$ cat src/rtl/parity_err_monitor.sv
// Odd-parity checker for the parity generator's output stream.
// Each accepted beat is forwarded one cycle later with a per-group mismatch flag.
// Sticky per-group status, a saturating errored-beat counter and a level interrupt
// are kept until software pulses i_clr. With HALT_ON_ERR set, intake stops after
// an errored beat until i_clr.
//
// Handshake: a beat is accepted on a rising edge where i_valid & o_ready are both 1.
// o_ready depends only on the FSM state, never on i_valid. The output side has no
// backpressure, and o_valid is a one-cycle pulse per accepted beat.
module parity_err_monitor #(
    parameter int DATA_WIDTH   = 32,
    parameter int PARITY_WIDTH = 4,
    parameter int CNT_WIDTH    = 8,
    parameter int HALT_ON_ERR  = 0
) (
    input  logic                    i_clk,
    input  logic                    i_rst_n,
    input  logic                    i_valid,
    output logic                    o_ready,
    input  logic [DATA_WIDTH-1:0]   i_data,
    input  logic [PARITY_WIDTH-1:0] i_parity,
    input  logic                    i_irq_en,
    input  logic                    i_clr,
    output logic                    o_valid,
    output logic [DATA_WIDTH-1:0]   o_data,
    output logic [PARITY_WIDTH-1:0] o_err,
    output logic [PARITY_WIDTH-1:0] o_err_vec,
    output logic [CNT_WIDTH-1:0]    o_err_cnt,
    output logic                    o_irq,
    output logic                    o_state      // debug: 0 = RUN, 1 = HALT
);

    localparam int G = DATA_WIDTH / PARITY_WIDTH;

    typedef enum logic {
        ST_RUN  = 1'b0,
        ST_HALT = 1'b1
    } state_t;

    state_t                  state_q, state_d;
    logic                    valid_q;
    logic [DATA_WIDTH-1:0]   data_q;
    logic [PARITY_WIDTH-1:0] err_q;
    logic [PARITY_WIDTH-1:0] err_vec_q, err_vec_d;
    logic [CNT_WIDTH-1:0]    err_cnt_q, err_cnt_d;
    logic                    irq_q, irq_d;

    logic                    ready;
    logic                    accept;
    logic [PARITY_WIDTH-1:0] mismatch;
    logic                    beat_err;

    // Per-group odd-parity check: the group bits XORed with their parity bit must be 1.
    always_comb begin
        mismatch = '0;
        for (int k = 0; k < PARITY_WIDTH; k++) begin
            mismatch[k] = ~^{i_data[k*G +: G], i_parity[k]};
        end
    end

    assign accept   = i_valid & ready;
    assign beat_err = accept & (|mismatch);

    // FSM next-state and ready decode; only halts when HALT_ON_ERR is enabled.
    always_comb begin
        state_d = state_q;
        ready   = 1'b0;
        case (state_q)
            ST_RUN: begin
                ready = 1'b1;
                if ((HALT_ON_ERR != 0) && beat_err) begin
                    state_d = ST_HALT;
                end
            end
            ST_HALT: begin
                ready = 1'b0;
                if (i_clr) begin
                    state_d = ST_RUN;
                end
            end
            default: begin
                state_d = ST_RUN;
                ready   = 1'b0;
            end
        endcase
    end

    // Status next-state: a new error in the same cycle as i_clr wins over the clear.
    always_comb begin
        err_vec_d = i_clr ? '0 : err_vec_q;
        err_cnt_d = err_cnt_q;
        if (beat_err) begin
            err_vec_d = err_vec_d | mismatch;
            if (i_clr) begin
                err_cnt_d = CNT_WIDTH'(1);
            end else if (err_cnt_q != {CNT_WIDTH{1'b1}}) begin
                err_cnt_d = err_cnt_q + CNT_WIDTH'(1);
            end
        end else if (i_clr) begin
            err_cnt_d = '0;
        end
        // The interrupt follows the registered status one cycle later; a clear that
        // races a new error keeps an already-raised interrupt from dropping.
        if (i_clr) begin
            irq_d = i_irq_en & beat_err & (|err_vec_q);
        end else begin
            irq_d = i_irq_en & (|err_vec_q);
        end
    end

    // FSM state register.
    always_ff @(posedge i_clk or negedge i_rst_n) begin
        if (!i_rst_n) begin
            state_q <= ST_RUN;
        end else begin
            state_q <= state_d;
        end
    end

    // Output beat register; data and flags hold while no beat is accepted.
    always_ff @(posedge i_clk or negedge i_rst_n) begin
        if (!i_rst_n) begin
            valid_q <= 1'b0;
            data_q  <= '0;
            err_q   <= '0;
        end else begin
            valid_q <= accept;
            if (accept) begin
                data_q <= i_data;
                err_q  <= mismatch;
            end
        end
    end

    // Sticky status, counter and interrupt registers.
    always_ff @(posedge i_clk or negedge i_rst_n) begin
        if (!i_rst_n) begin
            err_vec_q <= '0;
            err_cnt_q <= '0;
            irq_q     <= 1'b0;
        end else begin
            err_vec_q <= err_vec_d;
            err_cnt_q <= err_cnt_d;
            irq_q     <= irq_d;
        end
    end

    assign o_ready   = ready;
    assign o_valid   = valid_q;
    assign o_data    = data_q;
    assign o_err     = err_q;
    assign o_err_vec = err_vec_q;
    assign o_err_cnt = err_cnt_q;
    assign o_irq     = irq_q;
    assign o_state   = state_q;

endmodule

$ cat config.mk
export PLATFORM = sky130hd
export DESIGN_NAME = parity_err_monitor
export DESIGN_NICKNAME = d
export VERILOG_FILES = /design/src/rtl/parity_err_monitor.sv
export SDC_FILE = /design/constraint.sdc
export NUM_CORES = 1
export LEC_CHECK = 0
export CORE_MARGIN = 2
export CORE_UTILIZATION = 30
export DETAILED_ROUTE_END_ITERATION = 10
export PLACE_DENSITY_LB_ADDON = 0.05
export SLEW_MARGIN = 20
export SYNTH_ARGS = -nofsm -noshare
export SYNTH_HDL_FRONTEND = slang
export SYNTH_SLANG_ARGS = --single-unit
$ cat constraint.sdc
create_clock -name i_clk -period 3.3 [get_ports i_clk]
set_input_delay 0.495 -clock i_clk [delete_from_list [all_inputs] [get_ports i_clk]]
set_output_delay 0.495 -clock i_clk [all_outputs]
set_load 0.05 [all_outputs]
Word level (Yosys, flattened, before mapping)
Cells that the tools add are included.

$add $sub $neg: 1. Equal/unequal tests: 1. Mux-type cells: 10. Bitwise operators: 7. Reduce and logical (&&, ||, !) cells: 9.

Operators with widths (count): 9-bit XNOR reduction (4); 8-bit two-way mux (4); 8-bit by 1-bit adder with 8-bit output, second input constant (1); 4-bit two-way mux (2); 8-bit != test, second input constant (1); 4-bit OR reduction (2); 1-bit AND (5); 4-bit OR (1); 2-bit nonzero test (2); 1-bit two-way mux (3); 1-bit case mux with 2 select lines (1); 2-bit AND reduction (1); 1-bit NOT (1).

Register bits: 51. Input bits: 41. Output and inout port bits: 52. Logic and storage cells: 35.

Depth between registers and ports, before layout
Gate-level depths: netlist (run 1).

Depth after elaboration: 7. Gate-level depth with buffers: 7. Mapped depth without buffers: 6.

Least setup slack after synthesis (run 1)
OpenSTA, ideal clock, no wires.

Kind: input port to flip-flop. From: input i_data[20]. To: register err_cnt_q[6] (netlist: o_err_cnt[6]). Library setup time: 0.123 ns. Data arrival time: 2.132 ns. Data required time: 3.177 ns. Path slack: 1.046 ns. Stages: 7. Buffers on the path: 1. Cell sequence: xor2_1 > xnor3_2 > xnor2_2 > o41ai_4 > buf_4 > nor2b_1 > o221a_1.

Longest elaborated chain between the ends: 5. Elaborated cells on any way between the ends: 6. Those cells by class: mux (1); bitwise (1); reduce/logical (4).

RTL lines: from (decl) (RTL line 20) `input logic [DATA_WIDTH-1:0] i_data,`; 9-bit XNOR reduction (*) (RTL line 57) `mismatch[k] = ~^{i_data[k*G +: G], i_parity[k]};`; 4-bit OR reduction (*) (RTL line 62) `assign beat_err = accept & (|mismatch);`; 1-bit AND (*) (RTL line 62); 2-bit nonzero test (no line); 2-bit AND reduction (no line); to (signal assigned) (RTL line 143) `err_cnt_q <= err_cnt_d;`; to (decl) (RTL line 45) `logic [CNT_WIDTH-1:0] err_cnt_q, err_cnt_d;`.

Mark *: on every way between the ends. The rest lies on a longest branch, timed or not. A chain may end at the register's enable or synchronous reset.

Worst setup path after layout (run 1)
From: input i_data[20]. To: register err_cnt_q[4] (netlist: o_err_cnt[4]).

The elaborated chain is that of the path after synthesis.

==> run summary, run 1 <==
• clock net sink count: 51
• hold buffers post-CTS: 0
• proportion of register bits with asynchronous set or reset after synthesis: 100%
• distinct cell type count of the synthesized netlist: 31
• die height: 93.5 µm
• total area of sequential cells: 1280 µm²
• CP endpoint kind: register
• number of buffers inserted to repair setup after CTS: 0
• DP Wirelength: 4.23 mm
• pin count of the biggest net entering global routing: 38
• number of clock buffers inserted by TritonCTS: 5
• total power density per cell area: 546 nW/µm²
• number of enable flip-flop cells after synthesis: 0
• Area contributors post-synth: sky130_fd_sc_hd__dfrtp_1 53%, sky130_fd_sc_hd__nand2_1 17%, sky130_fd_sc_hd__xnor2_1 4.4%, sky130_fd_sc_hd__xor2_1 2.9%, sky130_fd_sc_hd__xnor3_1 2.8%
• fraction of post-synthesis cell area in the top cell type by area: 53.1%
• worst-path fanout max: 10
• number of global-route vias before repair: 1942
• Layout area overhead: 47.0%
• depth of the CTS H-tree: 2
• outcome: finished clean
• Max transition margin: 56.9%
• Lkg Pwr: 1.66 nW
• post-cts sizing count: 0
• CTS clk-pin slew, worst paths: 90 ps
• floorplan die area: 8740 µm²
• detailed-route DRC error count: 0
• Antenna Violating Nets Remaining: 0
• Synth Area in Compound Gates: 5.73%
• number of antenna violations at the first check in global routing: 0
• placement-stage cell area: 3430 µm²
• total of max-cap violations: 0
• dominant register cell in the synthesized netlist: sky130_fd_sc_hd__dfrtp_1
• Worst Path Class, Setup: input pin to register
• required time worst endpoint: 3520 ps
• row cnt: 32
• filler instances: 772
• post-synthesis register bit count: 51
• Adder-Cell Fraction of Synth Area: 0.521%
• post-synthesis cell type with the largest combined area: sky130_fd_sc_hd__dfrtp_1
• total global routing track utilization: 14.1%
• antenna cells: 0
• Pre-antenna DRT Iters: 4
• setup repair after global routing missed its margin: no
• final critical delay including setup and external delays: 2680 ps
• worst r2r path cells: 5
• share of power burned in registers: 39.2%
• Startpoint Class: input pin
• upper clock frequency limit: 0.373 GHz
• fraction of the cycle the final worst path needs: 81.3%
• share of the yosys chip area belonging to registers: 53.1%
• clock tree from TritonCTS: done
• aggregate global routing overflow: 0
• count of routing violations after the opening detailed-route iteration: 98
• worst reg2reg startpoint: o_err_cnt[0]$_DFFE_PN0P_
• Cells after Synth: 251
• Post-Synthesis Net Count: 293
• flop-to-flop setup slack: 1280 ps
• cell with the most instances after synthesis: sky130_fd_sc_hd__nand2_1
• mux cell area share after synthesis: 0.937%
• Port Buf Inserts: 92
• total number of yosys warnings: 0
• effective utilization at floorplan: 31.1%
• P_int: 0.00119 W
• worst setup path startpoint: i_data[20]
• Total Neg Setup Slack: 0 ps
• Pins Over Slew Limit: 0
• synthesized area: 2400 µm²
• total I/O pin count: 93
• Total Nets Final: 385
• worst clock skew on the final layout: 3.75 ps
• Net Sw Frac: 38.4%
• Post-Synth Simple-Gate Area: 22.8%
• area used by multi-input combinational logic: 1050 µm²
• actual slew at the worst max-slew pin: 646 ps
• insertion delay to the later sink of the worst-skew pair: 290 ps
• cell types with the highest counts after synthesis: 111 x sky130_fd_sc_hd__nand2_1, 51 x sky130_fd_sc_hd__dfrtp_1, 12 x sky130_fd_sc_hd__xnor2_1
• synthesized area per cell: 9.58 µm²
• count of final setup violators: 0
• share of final-layout standard cells stronger than drive strength 1: 5.23%
• placeable core area: 7730 µm²
• Die Wd: 93.5 µm
• parity-gate share of the synthesized area counting xor and xnor cells: 13.8%
• Psw: 0.000741 W
• wire length reported by the detailed router: 5.88 mm
• post-layout instance area: 3530 µm²
• largest voltage drop on the vdd net: 0.205 mV
• number of vias per cell: 4.34
• Worst Path Arrival: 2900 ps
• power share of the combinational group: 40.6%
• CTS Root Buffer Type: sky130_fd_sc_hd__clkbuf_8
• final-report hold violation count: 0
• Hold Path Class: input pin to async pin
• vias: 1934
• buffer depth of the longest clock path: 2
• clock network power share: 20.2%
• final estimated routing congestion in global placement: 0.738
• Reg2Reg Capture Point: o_err_cnt[5]$_DFFE_PN0P_
• global-route wire length before repair: 9.74 mm
• dominant combinational cell family by area after synthesis: simple AND/OR/NAND/NOR gates
• drt wl/cell: 13.2 µm
-- routing by layer --
metal,GRT usage [%],up-vias,part of all wire [%]
met5,0,-,0
met4,3.31,0,0.53
met3,3.06,2,5.5
met2,22.7,55,46
met1,19.3,896,48
li1,-,981,-
-- stage by stage --
stage                     util, %  cells  worst slack [ps]  total power (W)  hold slack (ps)
after detailed placement     44.4    438               261          0.00156              462
after global placement       44.4    438               322          0.00156              456
after global routing         45.7    446               499          0.00204              253
final                        45.7    446               617          0.00193              211
after CTS                    45.7    446               593          0.00197              237
after floorplan                 -    251              1050          0.00127              199
-- critical path, stage by stage --
cell	delay, ps
sky130_fd_sc_hd__clkdlybuf4s50_1	500
sky130_fd_sc_hd__xor2_1	150
sky130_fd_sc_hd__xnor3_2	460
sky130_fd_sc_hd__xnor2_2	310
sky130_fd_sc_hd__o41ai_4	150
sky130_fd_sc_hd__buf_4	190
sky130_fd_sc_hd__or4_1	500
sky130_fd_sc_hd__a21oi_1	140
-- cells by family after synthesis --
kind of cell / count (synthesis)
muxes: 2
DFF: 51
and+or+nand+nor: 133
xor gates and xnor gates: 28
adders and majority gates: 1
AOI/OAI and AO/OA: 17
buffers and inverters: 19
-- layout by cell type, fill, tap and decap left out, types with 4 or more instances in the layout --
master / instances
sky130_fd_sc_hd__dfrtp_1: 51
sky130_fd_sc_hd__buf_4: 4
sky130_fd_sc_hd__xor2_1: 8
sky130_fd_sc_hd__o21ai_0: 4
sky130_fd_sc_hd__clkdlybuf4s50_1: 91
sky130_fd_sc_hd__inv_1: 8
sky130_fd_sc_hd__xnor2_2: 4
sky130_fd_sc_hd__nor4_1: 4
sky130_fd_sc_hd__clkbuf_8: 7
sky130_fd_sc_hd__xnor2_1: 12
sky130_fd_sc_hd__nor2_1: 4
sky130_fd_sc_hd__nand2_1: 111
-- area by class of cell --
| cell class | count | area share (%) |
|---|---|---|
| repair buffers | 96 | 26.8 |
| multi-input cells | 181 | 29.8 |
| inverters | 8 | 0.850 |
| clock buffers | 8 | 2.83 |
| well taps | 102 | 3.61 |
| flip-flops and latches | 51 | 36.1 |
-- worst max-delay path by stage --
stage                          endpoint  slack, ps
2_1_floorplan  o_err_cnt[6]$_DFFE_PN0P_       1050
3_3_place_gp   o_err_cnt[4]$_DFFE_PN0P_        320
3_5_place_dp   o_err_cnt[4]$_DFFE_PN0P_        260
4_1_cts        o_err_cnt[4]$_DFFE_PN0P_        590
5_1_grt        o_err_cnt[4]$_DFFE_PN0P_        500
6_report       o_err_cnt[4]$_DFFE_PN0P_        620
-- power groups by stage --
stage                     combinational (W)  sequential, W  clock (W)
after floorplan                    0.000219        0.00105          0
after global placement             0.000791       0.000768          0
after detailed placement           0.000793       0.000770          0
after CTS                          0.000795       0.000757   0.000414
after global routing               0.000833       0.000767   0.000438
final                              0.000782       0.000755   0.000390
-- sequential cells by signal, summed over array words and instances (netlist names) --
register and count:
o_data 32, o_err_cnt 8, o_err 4, o_err_vec 4, o_irq 1, o_state 1
o_valid 1
Note: power is estimated with default switching activity, not from simulation.
==> inputs of run 2 (changes only) <==
==> constraint.sdc (replaced) <==
create_clock -name i_clk -period 2.15 [get_ports i_clk]
set_input_delay 0.3225 -clock i_clk [delete_from_list [all_inputs] [get_ports i_clk]]
set_output_delay 0.3225 -clock i_clk [all_outputs]
set_load 0.05 [all_outputs]
==> run 2 against run 1 <==
Compared with the run above: sequential share of layout area fell by 1.5 points; first-iteration DRC count fell by 39%; combinational power rose by 66%; critical path depth did not move; hold slack got worse by 180 ps; clock power rose by 58%; final cell count rose by 3.1%; die area did not move; clock-buffer cell count fell by 1; via count rose by 7.1%; total power rose by 60%; register-to-register slack got worse by 1200 ps; largest power group unchanged.
==> run summary, run 2 (synthesis results as in run 1) <==
• Layout area overhead: 54.1%, was 47.0%
• Startpoint Class: input pin, unchanged
• final estimated routing congestion in global placement: 0.789, was 0.738
• most common library cell in the layout ignoring fill and taps: sky130_fd_sc_hd__nand2_1, unchanged
• wire length reported by the detailed router: 6.15 mm, was 5.88 mm
• placeable core area: 7730 µm², unchanged
• actual slew at the worst max-slew pin: 616 ps, was 646 ps
• worst clock skew on the final layout: 8.11 ps, was 3.75 ps
• Max transition margin: 59.0%, was 56.9%
• global-route wire length before repair: 10.2 mm, was 9.74 mm
• count of final setup violators: 0, unchanged
• number of antenna violations at the first check in global routing: 0, unchanged
• total area of sequential cells: 1280 µm², about the same
• share of final-layout standard cells stronger than drive strength 1: 14.5%, was 5.23%
• Worst Path Arrival: 2320 ps, was 2900 ps
• clock tree from TritonCTS: done, unchanged
• upper clock frequency limit: 0.469 GHz
• detailed-route DRC error count: 0, unchanged
• worst-path fanout max: 5, was 10
• insertion delay to the later sink of the worst-skew pair: 300 ps, was 290 ps
• largest voltage drop on the vdd net: 0.342 mV, was 0.205 mV
• CTS Root Buffer Type: sky130_fd_sc_hd__clkbuf_8, unchanged
• drt wl/cell: 13.4 µm, was 13.2 µm
• Port Buf Inserts: 92, unchanged
• vias: 2072, was 1934
• antenna cells: 0, unchanged
• outcome: finished clean, unchanged
• hold buffers post-CTS: 0, unchanged
• Die Wd: 93.5 µm, unchanged
• Total Nets Final: 399, was 385
• required time worst endpoint: 2340 ps, was 3520 ps
• die height: 93.5 µm, unchanged
• final-report hold violation count: 0, unchanged
• CTS clk-pin slew, worst paths: 90 ps, about the same
• Pre-antenna DRT Iters: 5, was 4
• fraction of the cycle the final worst path needs: 99.2%
• number of clock buffers inserted by TritonCTS: 5, unchanged
• final standard cell utilization of the core: 47.9%, was 45.7%
• clock net sink count: 51, unchanged
• Worst Path Class, Setup: input pin to register, unchanged
• total power draw: 0.00308 W, was 0.00193 W
• depth of the CTS H-tree: 2, unchanged
• aggregate global routing overflow: 0, unchanged
• DP Wirelength: 4.32 mm, was 4.23 mm
• most frequent cells in the layout: 111 x sky130_fd_sc_hd__nand2_1, 67 x sky130_fd_sc_hd__clkdlybuf4s50_1, 47 x sky130_fd_sc_hd__dfrtp_1, was 111 x sky130_fd_sc_hd__nand2_1, 91 x sky130_fd_sc_hd__clkdlybuf4s50_1, 51 x sky130_fd_sc_hd__dfrtp_1
• number of global-route vias before repair: 2132, was 1942
• Pins Over Slew Limit: 0, unchanged
• total I/O pin count: 93, unchanged
• total power density per cell area: 831 nW/µm², was 546 nW/µm²
• setup repair after global routing missed its margin: yes, was no
• count of routing violations after the opening detailed-route iteration: 60, was 98
• Antenna Violating Nets Remaining: 0, unchanged
• buffer depth of the longest clock path: 2, unchanged
• area used by multi-input combinational logic: 1140 µm², was 1050 µm²
• Lkg Pwr: 1.78 nW, was 1.66 nW
• floorplan die area: 8740 µm², unchanged
• total of max-cap violations: 0, unchanged
• number of vias per cell: 4.50, was 4.34
• effective utilization at floorplan: 31.1%, unchanged
• flip-flop count of the largest register after layout: 32, unchanged
• total global routing track utilization: 14.9%, was 14.1%
• filler instances: 747, was 772
• CP endpoint kind: register, unchanged
• final critical delay including setup and external delays: 2130 ps
• Hold Path Class: input pin to async pin, unchanged
• row cnt: 32, unchanged
• pin count of the biggest net entering global routing: 38, unchanged
-- run 2: stage by stage --
step | cell area, µm² | std cells | hold WS, ps | setup TNS [ps] | setup WS [ps]
floorplan | 2410 | 251 | 26.9 | 0 | 45.4
CTS | 3680 | 460 | 35.6 | -3.61 | -3.61
finish | 3700 | 460 | 28.3 | 0 | 17.6
global placement | 3540 | 450 | 373 | -4740 | -684
global route | 3700 | 460 | 58.9 | -163 | -52.6
detailed placement | 3540 | 450 | 374 | -4930 | -672
-- run 2: routing by layer --
metal / global-route usage [%] / vias to the layer above / wire length, µm
met5: 0 / - / 0
met4: 3.68 / 0 / 65
met3: 4.43 / 6 / 469
met1: 20.1 / 986 / 2830
met2: 23.4 / 70 / 2780
li1: - / 1010 / -
-- run 2: power breakdown --
part / switching (W) / internal [W]
Clock: 0.000322 / 0.000294
Sequential: 0.0000771 / 0.00108
Combinational: 0.000792 / 0.000511
Total: 0.00119 / 0.00189
-- run 2: worst paths after layout --
check	from	cells after the start	slack, ps	endpoint
setup / recovery	i_parity[2]	8	20	o_err_cnt[6]$_DFFE_PN0P_
hold / removal	i_rst_n	1	30	o_err_cnt[6]$_DFFE_PN0P_
setup reg to reg	o_err_cnt[3]$_DFFE_PN0P_	6	100	o_err_cnt[2]$_DFFE_PN0P_
hold reg to reg	o_data[17]$_DFFE_PN0P_	2	480	o_data[17]$_DFFE_PN0P_
max in group asynchronous	i_rst_n	2	1550	o_err_cnt[1]$_DFFE_PN0P_
min in group i_clk	i_data[28]	3	230	o_data[28]$_DFFE_PN0P_
-- run 2: final cells by class --
class | instances | area share (%)
timing repair buffer | 110 | 27.7
inverter | 8 | 0.811
clock inverter | 1 | 0.203
sequential | 51 | 34.6
clock buffer | 7 | 2.60
tap | 102 | 3.45
multi-input combinational | 181 | 30.7
-- run 2: worst max-delay path, stage by stage --
cell and delay (ps):
sky130_fd_sc_hd__clkdlybuf4s50_1 450, sky130_fd_sc_hd__xor2_2 200, sky130_fd_sc_hd__xnor2_2 240, sky130_fd_sc_hd__xnor2_4 130, sky130_fd_sc_hd__o41ai_4 500, sky130_fd_sc_hd__buf_4 190
sky130_fd_sc_hd__nor2b_1 40, sky130_fd_sc_hd__o221a_1 230
-- run 2: what timing repair did --
action                     4_1_cts  5_1_grt
setup buffers                    1        3
gates cloned                     1        0
pin swaps                       26        5
gates resized for setup         35       13
setup endpoints to repair        9        9
==> inputs of run 3 (changes only) <==
==> constraint.sdc (replaced) <==
create_clock -name i_clk -period 2.43 [get_ports i_clk]
set_input_delay 0.3645 -clock i_clk [delete_from_list [all_inputs] [get_ports i_clk]]
set_output_delay 0.3645 -clock i_clk [all_outputs]
set_load 0.05 [all_outputs]
==> run 3 against run 2 <==
Compared with the run above: clock-buffer cell count shrank 2; first-iteration DRC count down 3.3%; via count down 1.4%; critical path depth unchanged; sequential power shrank 11%; non-clock buffer count is 1 higher; total power shrank 12%; flip-flop and latch count unchanged; critical endpoint is now o_err_cnt[4]$_DFFE_PN0P_; highest routed layer unchanged.
==> run summary, run 3 (synthesis results as in run 1) <==
• vias: 2043, was 2072
• largest voltage drop on the vdd net: 0.315 mV, was 0.342 mV
• aggregate global routing overflow: 0, unchanged
• share of final-layout standard cells stronger than drive strength 1: 12.0%, was 14.5%
• Hold Path Class: input pin to async pin, unchanged
• Worst Path Arrival: 2620 ps, was 2320 ps
• CTS Root Buffer Type: sky130_fd_sc_hd__clkbuf_8, unchanged
• floorplan die area: 8740 µm², unchanged
• pin count of the biggest net entering global routing: 38, unchanged
• setup repair after global routing missed its margin: no, was yes
• Port Buf Inserts: 92, unchanged
• clock net sink count: 51, unchanged
• final critical delay including setup and external delays: 2380 ps
• number of global-route vias before repair: 2032, was 2132
• upper clock frequency limit: 0.420 GHz
• Max transition margin: 54.8%, was 59.0%
• outcome: finished clean, unchanged
• flop-to-flop setup slack: 420 ps, was 100 ps
• total of max-cap violations: 0, unchanged
• DP Wirelength: 4.29 mm, was 4.32 mm
• total global routing track utilization: 14.8%, was 14.9%
• Total Nets Final: 400, was 399
• clock tree from TritonCTS: done, unchanged
• Antenna Violating Nets Remaining: 0, unchanged
• flip-flop count of the largest register after layout: 32, unchanged
• effective utilization at floorplan: 31.1%, unchanged
• most frequent cells in the layout: 111 x sky130_fd_sc_hd__nand2_1, 78 x sky130_fd_sc_hd__clkdlybuf4s50_1, 51 x sky130_fd_sc_hd__dfrtp_1, was 111 x sky130_fd_sc_hd__nand2_1, 67 x sky130_fd_sc_hd__clkdlybuf4s50_1, 47 x sky130_fd_sc_hd__dfrtp_1
• insertion delay to the later sink of the worst-skew pair: 310 ps, was 300 ps
• global-route wire length before repair: 10.1 mm, was 10.2 mm
• CP endpoint kind: register, unchanged
• Pre-antenna DRT Iters: 4, was 5
• CTS clk-pin slew, worst paths: 100 ps, was 90 ps
• die height: 93.5 µm, unchanged
• row cnt: 32, unchanged
• number of antenna violations at the first check in global routing: 0, unchanged
• number of vias per cell: 4.43, was 4.50
• actual slew at the worst max-slew pin: 678 ps, was 616 ps
• Lkg Pwr: 1.87 nW, was 1.78 nW
• antenna cells: 0, unchanged
• drt wl/cell: 13.5 µm, was 13.4 µm
• fraction of the cycle the final worst path needs: 97.9%
• Worst Path Class, Setup: input pin to register, unchanged
• worst-path fanout max: 9, was 5
• Die Wd: 93.5 µm, unchanged
• post-route insts no fill: 461, was 460
• buffer depth of the longest clock path: 2, unchanged
• Post-Place Cells: 450, unchanged
• total power draw: 0.00271 W, was 0.00308 W
• total I/O pin count: 93, unchanged
• count of routing violations after the opening detailed-route iteration: 58, was 60
• detailed-route DRC error count: 0, unchanged
• total power density per cell area: 722 nW/µm², was 831 nW/µm²
• wire length reported by the detailed router: 6.21 mm, was 6.15 mm
• placeable core area: 7730 µm², unchanged
• final estimated routing congestion in global placement: 0.755, was 0.789
• number of clock buffers inserted by TritonCTS: 5, unchanged
• Layout area overhead: 56.0%, was 54.1%
• count of final setup violators: 0, unchanged
• worst clock skew on the final layout: 10.5 ps, was 8.11 ps
• depth of the CTS H-tree: 2, unchanged
• Pins Over Slew Limit: 0, unchanged
• most common library cell in the layout ignoring fill and taps: sky130_fd_sc_hd__nand2_1, unchanged
• Startpoint Class: input pin, unchanged
• required time worst endpoint: 2670 ps, was 2340 ps
• final-report hold violation count: 0, unchanged
run 3: cell count changes in the layout (fill, tap and decap cells not counted), moves of 4 or more:
cell / previous run / this run
sky130_fd_sc_hd__clkdlybuf4s15_1: 4 / 0
sky130_fd_sc_hd__dlymetal6s2s_1: 0 / 13
sky130_fd_sc_hd__dfrtp_2: 4 / 0
sky130_fd_sc_hd__dfrtp_1: 47 / 51
sky130_fd_sc_hd__clkdlybuf4s50_1: 67 / 78
sky130_fd_sc_hd__dlygate4sd2_1: 17 / 0
run 3: per-layer routing:
metal  part of all wire, %  track usage (%)  vias up  wire (µm)
met3                   5.7             3.30        6        354
met2                    48             23.7       57       2950
met5                     0                0        -          0
met4                   1.1             4.04        0         67
met1                    46             20.2      971       2830
li1                      -                -     1009          -
run 3: worst paths after layout:
kind | from | to | cells past startpoint
worst min register to register | o_data[24]$_DFFE_PN0P_ | o_data[24]$_DFFE_PN0P_ | 2
min in group i_clk | i_data[19] | o_data[19]$_DFFE_PN0P_ | 3
worst max register to register | o_err_cnt[0]$_DFFE_PN0P_ | o_err_cnt[7]$_DFFE_PN0P_ | 5
worst min-delay path | i_rst_n | o_data[13]$_DFFE_PN0P_ | 1
max in group asynchronous | i_rst_n | o_data[26]$_DFFE_PN0P_ | 2
worst max-delay path | i_data[7] | o_err_cnt[4]$_DFFE_PN0P_ | 8
run 3: metrics by stage:
stage | hold slack, ps | cell area, µm² | setup TNS [ps] | setup slack [ps] | util (%)
detailed placement | 452 | 3530 | -2690 | -383 | 45.7
finish | 76.1 | 3750 | 0 | 49.9 | 48.5
floorplan | 68.9 | 2400 | 0 | 239 | -
global placement | 454 | 3530 | -2580 | -378 | 45.7
CTS | 110 | 3650 | -9.49 | -4.86 | 47.2
global route | 123 | 3750 | 0 | 2.35 | 48.5
run 3: cell type report:
type,count,area (µm²)
well taps,102,128
fillers,752,3980
flip-flops and latches,51,1280
multi-input cells,181,1120
repair buffers,111,1100
inverters,8,30.0
clock buffers,5,68.8
clock inverters,3,20.0
run 3: where the power goes:
group | internal, W | total [W] | switching, W
clock network | 0.000201 | 0.000497 | 0.000296
logic | 0.000480 | 0.00118 | 0.000702
registers | 0.000957 | 0.00103 | 0.0000734
run 3: worst max-delay path, stage by stage:
cell	delay [ps]
sky130_fd_sc_hd__clkdlybuf4s50_1	550
sky130_fd_sc_hd__xnor2_2	140
sky130_fd_sc_hd__xnor3_1	360
sky130_fd_sc_hd__xnor2_2	240
sky130_fd_sc_hd__o41ai_4	150
sky130_fd_sc_hd__buf_12	160
sky130_fd_sc_hd__or4_1	510
sky130_fd_sc_hd__a21oi_2	130
run 3: what timing repair did:
item                       4_1_cts  5_1_grt
buffers inserted                 0        4
pin swaps                        6       15
hold buffers                     0        0
setup endpoints to repair        4        7
hold endpoints to repair         0        0
gates resized for setup          3       20
